[src/rtl/axi_lite_intr_pkg.sv]
// Shared constants and FSM state types for the AXI4-Lite interrupt controller slave.
package axi_lite_intr_pkg;

    localparam logic [4:0] GIE_OFS = 5'h00;
    localparam logic [4:0] IER_OFS = 5'h04;
    localparam logic [4:0] ISR_OFS = 5'h08;
    localparam logic [4:0] IAR_OFS = 5'h0C;
    localparam logic [4:0] IPR_OFS = 5'h10;

    localparam logic [1:0] RESP_OKAY   = 2'b00;
    localparam logic [1:0] RESP_SLVERR = 2'b10;

    typedef enum logic {W_IDLE, W_RESP} wr_state_e;
    typedef enum logic {R_IDLE, R_DATA} rd_state_e;

endpackage

[src/rtl/axi_lite_intr_slave_capture.sv]
// Per-source interrupt capture: edge or level detect into a sticky ISR with set-over-clear priority.
module intr_capture #(
    parameter int                    NUM_INTR  = 1,
    parameter logic [NUM_INTR-1:0]   INTR_EDGE = '1
) (
    input  logic                clk,
    input  logic                rst_n,
    input  logic [NUM_INTR-1:0] intr_src,
    input  logic [NUM_INTR-1:0] clr,
    output logic [NUM_INTR-1:0] isr
);

    logic [NUM_INTR-1:0] intr_src_q;
    logic [NUM_INTR-1:0] set;

    assign set = (INTR_EDGE & intr_src & ~intr_src_q) | (~INTR_EDGE & intr_src);

    always_ff @(posedge clk or negedge rst_n) begin
        if (!rst_n) begin
            intr_src_q <= '0;
            isr        <= '0;
        end else begin
            intr_src_q <= intr_src;
            // A new set in the clearing cycle must not be lost.
            isr        <= (isr & ~clr) | set;
        end
    end

endmodule

[src/rtl/axi_lite_intr_slave.sv]
// AXI4-Lite interrupt controller register block (GIE/IER/ISR/IAR/IPR) with a registered irq output.
module axi_lite_intr_slave
    import axi_lite_intr_pkg::*;
#(
    parameter int                  NUM_INTR         = 1,
    parameter logic [NUM_INTR-1:0] INTR_EDGE        = '1,
    parameter logic                IRQ_ACTIVE_STATE = 1'b1,
    parameter int                  ADDR_WIDTH       = 5
) (
    input  logic                  ACLK,
    input  logic                  ARESETN,
    input  logic [ADDR_WIDTH-1:0] s_axi_awaddr,
    input  logic [2:0]            s_axi_awprot,
    input  logic                  s_axi_awvalid,
    output logic                  s_axi_awready,
    input  logic [31:0]           s_axi_wdata,
    input  logic [3:0]            s_axi_wstrb,
    input  logic                  s_axi_wvalid,
    output logic                  s_axi_wready,
    output logic [1:0]            s_axi_bresp,
    output logic                  s_axi_bvalid,
    input  logic                  s_axi_bready,
    input  logic [ADDR_WIDTH-1:0] s_axi_araddr,
    input  logic [2:0]            s_axi_arprot,
    input  logic                  s_axi_arvalid,
    output logic                  s_axi_arready,
    output logic [31:0]           s_axi_rdata,
    output logic [1:0]            s_axi_rresp,
    output logic                  s_axi_rvalid,
    input  logic                  s_axi_rready,
    input  logic [NUM_INTR-1:0]   intr_src,
    output logic                  irq
);

    wr_state_e           wr_state, wr_next;
    rd_state_e           rd_state, rd_next;
    logic                wr_rdy, wr_rdy_d, bvalid_d, wr_en;
    logic                ar_rdy, ar_rdy_d, rvalid_d, rd_en;
    logic                gie;
    logic [NUM_INTR-1:0] ier, ier_wr, isr, clr;
    logic [31:0]         byte_mask, rd_word;
    logic [1:0]          wr_resp, rd_resp;
    logic [2:0]          wr_word, rd_word_idx;
    logic                unused_ok;

    assign unused_ok = ^{s_axi_awprot, s_axi_arprot, s_axi_awaddr, s_axi_araddr, s_axi_wdata};

    assign s_axi_awready = wr_rdy;
    assign s_axi_wready  = wr_rdy;
    assign s_axi_arready = ar_rdy;

    assign wr_word     = s_axi_awaddr[4:2];
    assign rd_word_idx = s_axi_araddr[4:2];
    assign byte_mask   = {{8{s_axi_wstrb[3]}}, {8{s_axi_wstrb[2]}},
                          {8{s_axi_wstrb[1]}}, {8{s_axi_wstrb[0]}}};
    assign ier_wr      = (ier & ~byte_mask[NUM_INTR-1:0]) |
                         (s_axi_wdata[NUM_INTR-1:0] & byte_mask[NUM_INTR-1:0]);
    assign wr_resp     = (wr_word > IPR_OFS[4:2]) ? RESP_SLVERR : RESP_OKAY;
    assign clr         = (wr_en && wr_word == IAR_OFS[4:2]) ?
                         (s_axi_wdata[NUM_INTR-1:0] & byte_mask[NUM_INTR-1:0]) : '0;

    intr_capture #(
        .NUM_INTR  (NUM_INTR),
        .INTR_EDGE (INTR_EDGE)
    ) u_capture (
        .clk      (ACLK),
        .rst_n    (ARESETN),
        .intr_src (intr_src),
        .clr      (clr),
        .isr      (isr)
    );

    // Write channel: wait for both AW and W, one-cycle ready pulse, then hold B.
    always_comb begin
        wr_next  = wr_state;
        wr_rdy_d = 1'b0;
        bvalid_d = s_axi_bvalid;
        wr_en    = 1'b0;
        case (wr_state)
            W_IDLE: begin
                if (wr_rdy) begin
                    wr_en    = 1'b1;
                    bvalid_d = 1'b1;
                    wr_next  = W_RESP;
                end else if (s_axi_awvalid && s_axi_wvalid) begin
                    wr_rdy_d = 1'b1;
                end
            end
            W_RESP: begin
                if (s_axi_bready) begin
                    bvalid_d = 1'b0;
                    wr_next  = W_IDLE;
                end
            end
            default: wr_next = W_IDLE;
        endcase
    end

    always_ff @(posedge ACLK or negedge ARESETN) begin
        if (!ARESETN) begin
            wr_state     <= W_IDLE;
            wr_rdy       <= 1'b0;
            s_axi_bvalid <= 1'b0;
            s_axi_bresp  <= RESP_OKAY;
            gie          <= 1'b0;
            ier          <= '0;
        end else begin
            wr_state     <= wr_next;
            wr_rdy       <= wr_rdy_d;
            s_axi_bvalid <= bvalid_d;
            if (wr_en) begin
                s_axi_bresp <= wr_resp;
                if (wr_word == GIE_OFS[4:2] && s_axi_wstrb[0]) gie <= s_axi_wdata[0];
                if (wr_word == IER_OFS[4:2]) ier <= ier_wr;
            end
        end
    end

    always_comb begin
        rd_word = '0;
        rd_resp = RESP_OKAY;
        case (rd_word_idx)
            GIE_OFS[4:2]: rd_word[0]            = gie;
            IER_OFS[4:2]: rd_word[NUM_INTR-1:0] = ier;
            ISR_OFS[4:2]: rd_word[NUM_INTR-1:0] = isr;
            IAR_OFS[4:2]: rd_word               = '0;
            IPR_OFS[4:2]: rd_word[NUM_INTR-1:0] = isr & ier;
            default:      rd_resp               = RESP_SLVERR;
        endcase
    end

    // Read channel: one-cycle arready pulse, data latched on the handshake edge.
    always_comb begin
        rd_next  = rd_state;
        ar_rdy_d = 1'b0;
        rvalid_d = s_axi_rvalid;
        rd_en    = 1'b0;
        case (rd_state)
            R_IDLE: begin
                if (ar_rdy) begin
                    rd_en    = 1'b1;
                    rvalid_d = 1'b1;
                    rd_next  = R_DATA;
                end else if (s_axi_arvalid) begin
                    ar_rdy_d = 1'b1;
                end
            end
            R_DATA: begin
                if (s_axi_rready) begin
                    rvalid_d = 1'b0;
                    rd_next  = R_IDLE;
                end
            end
            default: rd_next = R_IDLE;
        endcase
    end

    always_ff @(posedge ACLK or negedge ARESETN) begin
        if (!ARESETN) begin
            rd_state     <= R_IDLE;
            ar_rdy       <= 1'b0;
            s_axi_rvalid <= 1'b0;
            s_axi_rdata  <= '0;
            s_axi_rresp  <= RESP_OKAY;
        end else begin
            rd_state     <= rd_next;
            ar_rdy       <= ar_rdy_d;
            s_axi_rvalid <= rvalid_d;
            if (rd_en) begin
                s_axi_rdata <= rd_word;
                s_axi_rresp <= rd_resp;
            end
        end
    end

    always_ff @(posedge ACLK or negedge ARESETN) begin
        if (!ARESETN) irq <= ~IRQ_ACTIVE_STATE;
        else          irq <= (gie && |(isr & ier)) ? IRQ_ACTIVE_STATE : ~IRQ_ACTIVE_STATE;
    end

endmodule

[config.mk]
export PLATFORM = sky130hd
export DESIGN_NAME = axi_lite_intr_slave
export DESIGN_NICKNAME = d
export VERILOG_FILES = /design/src/rtl/axi_lite_intr_pkg.sv /design/src/rtl/axi_lite_intr_slave_capture.sv /design/src/rtl/axi_lite_intr_slave.sv
export SDC_FILE = /design/constraint.sdc
export NUM_CORES = 1
export LEC_CHECK = 0
export BUFFER_PORTS_ARGS = -buffer_cell sky130_fd_sc_hd__buf_4
export CAP_MARGIN = 20
export CELL_PAD_IN_SITES_DETAIL_PLACEMENT = 1
export CELL_PAD_IN_SITES_GLOBAL_PLACEMENT = 1
export CORE_AREA = 2 2 68 70
export DETAILED_ROUTE_END_ITERATION = 10
export DIE_AREA = 0 0 70 72
export PLACE_DENSITY_LB_ADDON = 0.2
export SKIP_LAST_GASP = 1
export SYNTH_ARGS = -nofsm -noshare
export SYNTH_HDL_FRONTEND = slang
export SYNTH_SLANG_ARGS = --single-unit
export TNS_END_PERCENT = 1
[constraint.sdc]
create_clock -name ACLK -period 1.84 [get_ports ACLK]
set_clock_uncertainty 0.1 [all_clocks]
set_input_delay 0.276 -clock ACLK [delete_from_list [all_inputs] [get_ports ACLK]]
set_output_delay 0.276 -clock ACLK [all_outputs]
set_load 0.01 [all_outputs]
==> metrics.txt, run 1 <==
status finished, final reports clean; area grow syn2layout 20.9%; post-detail-place hpwl 1.35 mm; fin. max-slew vios 0; hold_ws 0.0475 ns; CTS H-tree depth 1; Flop pwr share 0.426; Synth Instances 85; crit-path max cell delay 0.42 ns; Post-synth EDFFs 0; critical path data required time 1.87 ns; fin crit period 1.36 ns; CTS tree done; most frequent cells in the layout 33 x conb_1, 24 x buf_4, 14 x dfrtp_1; Sw Ratio 0.314; DR WL/cell 9.80 um; first-pass GRT wire length 2.57 mm; Worst path top cell family by delay simple AND/OR/NAND/NOR gates; via/cell ratio 3.50; FMAX 738 MHz; Peak VDD IR 0.000256 V; Internal Power 0.785 mW; Mapped Avg Cell Area 9.86 um^2; ANT nets after route 0; core area 0.00426 mm^2; CP Data Arrival Time 1.39 ns; full die area 0.00504 mm^2; IO Count 102; Final Hold Fails 0; RePlAce Congestion 0.654; vias in the first global route 564; crit share post-route 0.737; capturing element type of the critical path register; Worst path slowest cell dfrtp_1; distinct cell type count after synthesis 23; power density over cell area 1130 mW/mm^2; CP Max Fanout 5; Pre-antenna DRT Iters 2; n_diodes 0; net switching power 0.359 mW; Cells after DPL 159; sequential share of the synthesized area 0.418; antenna violations before repair 0; drt total wl 1.61 mm; post-route setup TNS 0 ns; crit-path cells and4bb_1, nand3b_1, mux2_4; largest net degree at the start of global routing 15; Die H 72 um; Mapped Area 838 um^2; clk_lat worst skew 0.25 ns; number of buffers added on ports 24; Tot GR Track Use 0.0668; num rows 24; final std cells w/o fill 164; most common cell after layout, fill and taps aside conb_1; RSZ-0062 raised after global routing false; Clock Pin Slew Worst Setup and Hold Paths 0.06 ns; grt ovf 0; fin worst setup slack 0.484 ns; share of cells above drive strength 1 0.259; DR vias 574; Top FF cell, synth dfrtp_1; fraction of registers with async set/reset 1.00; postcts setup bufs 0; post-synthesis register bit count 14; Initial Util 0.197; total CTS buffers 3; clock network fraction of total power 0.264; total chip power 1.14 mW; post-place setup slack 0.484 ns; MaxCap Viol Count 0; Worst Path Class, Setup register to register; Bufs and invs on worst path 0; Sinks on Clock Net 14; Syn. warnings 0; hold crit path type primary input to register; final setup fails 0; crit start category register; Post-route DRC 0; die width 70 um; First DRT Iteration DRCs 19; final net count 173; LEAKAGE 0.539 nW; Root Buffer clkbuf_8; CTS Buffer Depth 2; Comb power frac 0.310
-- worst paths after layout --
| path | start | end | slack, ns | cells past startpoint |
|---|---|---|---|---|
| setup / recovery | wr_state | register | 0.48 | 3 |
| min in group asynchronous | ARESETN | s_axi_awready | 0.31 | 2 |
| hold / removal | intr_src | u_capture.intr_src_q | 0.05 | 1 |
| max in group asynchronous | ARESETN | s_axi_rdata[0] | 1.15 | 2 |
| setup reg to reg | wr_state | register | 0.48 | 3 |
| hold reg to reg | rd_state | rd_state | 0.40 | 1 |
-- layer usage --
layer	GRT usage	vias to the layer above	share of wire
li1	-	265	-
met3	0.0319	5	0.11
met4	0.0513	0	0.027
met2	0.107	34	0.51
met5	0	-	0
met1	0.0677	270	0.35
-- cells in the mapped netlist (all sizes together), types with 2 or more instances --
cell | instances | area [um^2]
and3 | 2 | 12.5
nand3b | 2 | 15.0
nand2b | 3 | 18.8
inv | 4 | 15.0
a21oi | 3 | 15.0
dfrtp | 14 | 350
buf | 34 | 255
o22ai | 2 | 12.5
mux2 | 2 | 26.3
a22o | 2 | 17.5
nor2 | 6 | 22.5
-- flip-flops by register name, indices dropped and copies added (netlist names), named ones only --
| name | count |
|---|---|
| gie | 1 |
| irq | 1 |
| rd_state | 1 |
| s_axi_arready | 1 |
| s_axi_awready | 1 |
| s_axi_bresp | 1 |
| s_axi_bvalid | 1 |
| s_axi_rdata | 1 |
| s_axi_rresp | 1 |
| s_axi_rvalid | 1 |
| u_capture.intr_src_q | 1 |
| u_capture.isr | 1 |
| wr_state | 1 |
-- kinds of logic (layout without fill, tap and decap cells) --
group                  count (synthesis)  after routing  synth area share
and+or+nand+nor                       18             18             0.124
muxes                                  3              3            0.0433
buffers and inverters                 38             33             0.322
DFF                                   14             14             0.418
AOI/OAI and AO/OA                     11             11            0.0881
other                                  1             33           0.00447
-- stage by stage --
step | instance area (um^2) | util
floorplan | 958 | -
global placement | 948 | 0.222
finish | 1010 | 0.238
global route | 1010 | 0.238
detailed placement | 948 | 0.222
CTS | 1010 | 0.238
-- power groups by stage --
stage	combinational (mW)	clock, mW	sequential, mW
final	0.355	0.302	0.488
after global routing	0.399	0.338	0.506
after CTS	0.363	0.322	0.490
after detailed placement	0.361	0	0.495
after global placement	0.354	0	0.494
after floorplan	0.223	0	0.507
-- cell type report --
type | instances | area [um^2]
clock buffer | 4 | 55.1
fill | 518 | 3250
inverter | 4 | 15.0
multi-input combinational | 65 | 338
sequential | 14 | 350
tap | 52 | 65.1
timing repair buffer | 25 | 190
-- what timing repair did --
item | in CTS | in global routing
gates resized for setup | 0 | 0
endpoints found under the hold margin | 14 | 0
hold buffers | 1 | 0
Power figures use the tool's default switching activity.
==> run 2, diff against run 1 <==
Clock period 1.84 ns to 1.3 ns, I/O delays scaled along.
==> metrics.txt, run 2 (synthesized netlist as in run 1, its figures left out) <==
status complete, but fails checks; Initial Util 0.197 (unchanged); antenna violations before repair 0 (unchanged); Post-route DRC 0 (unchanged); Tot GR Track Use 0.0718 (+0.00498); hold crit path type primary input to register; crit share post-route 1.01 (+0.273); fin worst setup slack -0.0133 ns (-0.497 ns); first-pass GRT wire length 2.75 mm (+7.3%); number of buffers added on ports 24 (unchanged); power density over cell area 1610 mW/mm^2 (+42%); Pre-antenna DRT Iters 3 (+1); grt ovf 0 (unchanged); MaxCap Viol Count 0 (unchanged); WHS Endpoint rd_state; post-detail-place hpwl 1.41 mm (+4.2%); Worst Path Class, Setup register to register; failing checks setup timing; clk_lat worst skew 0.25 ns (about the same); RSZ-0062 raised after global routing true; full die area 0.00504 mm^2 (unchanged); FMAX 761 MHz (+3.2%); Worst Reg-to-Reg Cells 3 (unchanged); Sinks on Clock Net 14 (unchanged); Cell Area, Placed 971 um^2 (+2.4%); drt total wl 1.74 mm (+7.9%); total CTS buffers 3 (unchanged); RePlAce Congestion 0.687 (+5.1%); most frequent cells in the layout 33 x conb_1, 27 x buf_4, 14 x dfrtp_1; Root Buffer clkbuf_8; core area 0.00426 mm^2 (unchanged); CTS Buffer Depth 2 (unchanged); DR WL/cell 10.3 um (+5.3%); fin. max-slew vios 0 (unchanged); final setup fails 1 (+1); Worst R2R Setup Slack -0.01 ns (-0.50 ns); Peak VDD IR 0.000370 V (+45%); CTS tree done; First DRT Iteration DRCs 23 (+4); DR vias 590 (+2.8%); hold path depth 2 (+1); share of cells above drive strength 1 0.284 (+0.0256); register area 350 um^2 (unchanged); IO Count 102 (unchanged); Final Hold Fails 0 (unchanged); area grow syn2layout 24.8%; most common cell after layout, fill and taps aside conb_1; LEAKAGE 0.556 nW (+3.1%); final net count 177 (+2.3%); filler instances 519 (+0.19%); CP Max Fanout 3 (-2); die width 70 um (unchanged); hold_sp s_axi_rready; crit start category register; hold_ws 0.0253 ns (-0.0222 ns); CP Data Arrival Time 1.35 ns (-0.04 ns); Die H 72 um (unchanged); postcts setup bufs 0 (unchanged); CTS H-tree depth 1 (unchanged); Reg-to-Reg Start wr_state; largest net degree at the start of global routing 15 (unchanged); capturing element type of the critical path register; fin crit period 1.31 ns (-0.0427 ns); Clock Pin Slew Worst Setup and Hold Paths 0.06 ns (about the same); num rows 24 (unchanged); critical path data required time 1.34 ns (-0.53 ns); ANT nets after route 0 (unchanged); via/cell ratio 3.51 (+0.34%); Multi-input gate area 338 um^2 (unchanged); vias in the first global route 611 (+8.3%); n_diodes 0 (unchanged); post-route cell area 0.00105 mm^2 (+3.2%)
-- run 2: cell count changes in the layout (fill, tap and decap cells not counted), sizes merged --
| cell | before | now |
|---|---|---|
| dlygate4sd3 | 1 | 2 |
| buf | 24 | 27 |
-- run 2: report_power, final --
group | total [mW] | internal [mW] | leakage, nW | switching (mW)
Combinational | 0.567 | 0.303 | 0.355 | 0.264
Clock | 0.437 | 0.269 | 0.0288 | 0.168
Sequential | 0.679 | 0.577 | 0.172 | 0.102
Total | 1.68 | 1.15 | 0.556 | 0.534
-- run 2: how the worst max path moves through the flow --
| stage | start | to | slack (ns) | depth (start not counted) |
|---|---|---|---|---|
| floorplan | s_axi_awready | register | 0.01 | 3 |
| global placement | wr_state | register | 0.002 | 3 |
| detailed placement | wr_state | register | 0.009 | 3 |
| CTS | wr_state | register | -0.01 | 3 |
| global route | wr_state | register | -0.08 | 3 |
| finish | wr_state | register | -0.01 | 3 |
-- run 2: what timing repair did --
item                                   CTS  global route
endpoints found under the hold margin   15             0
setup endpoints to repair                2             2
gates resized for setup                  0             1
hold buffers                             2             0
-- run 2: stage by stage --
step	worst slack, ns	util	power, mW	instances	setup TNS, ns
4_1_cts	-0.0125	0.245	1.71	168	-0.0150
3_5_place_dp	0.00927	0.228	1.26	162	0
5_1_grt	-0.0772	0.245	1.82	168	-0.134
2_1_floorplan	0.0126	-	1.03	117	0
6_report	-0.0133	0.245	1.68	168	-0.0133
3_3_place_gp	0.00173	0.228	1.24	162	0
-- run 2: cell type report --
type / instances / share of cell area
well taps: 52 / 0.0622
inverters: 4 / 0.0144
multi-input cells: 65 / 0.323
clock buffers: 4 / 0.0526
flip-flops and latches: 14 / 0.335
repair buffers: 29 / 0.213
-- run 2: worst max-delay path, cell delays in order, from the launching register on --
cell and delay [ns]:
dfrtp_1 0.38, and4bb_2 0.32, nand3b_1 0.10, mux2_4 0.30
-- run 2: metal layers --
layer / share of wire / routed length (um) / global-route usage / vias up
met4: 0.025 / 44 / 0.0513 / 0
met1: 0.39 / 677 / 0.0788 / 276
li1: - / - / - / 275
met3: 0.087 / 151 / 0.0250 / 5
met5: 0 / 0 / 0 / -
met2: 0.50 / 862 / 0.116 / 34
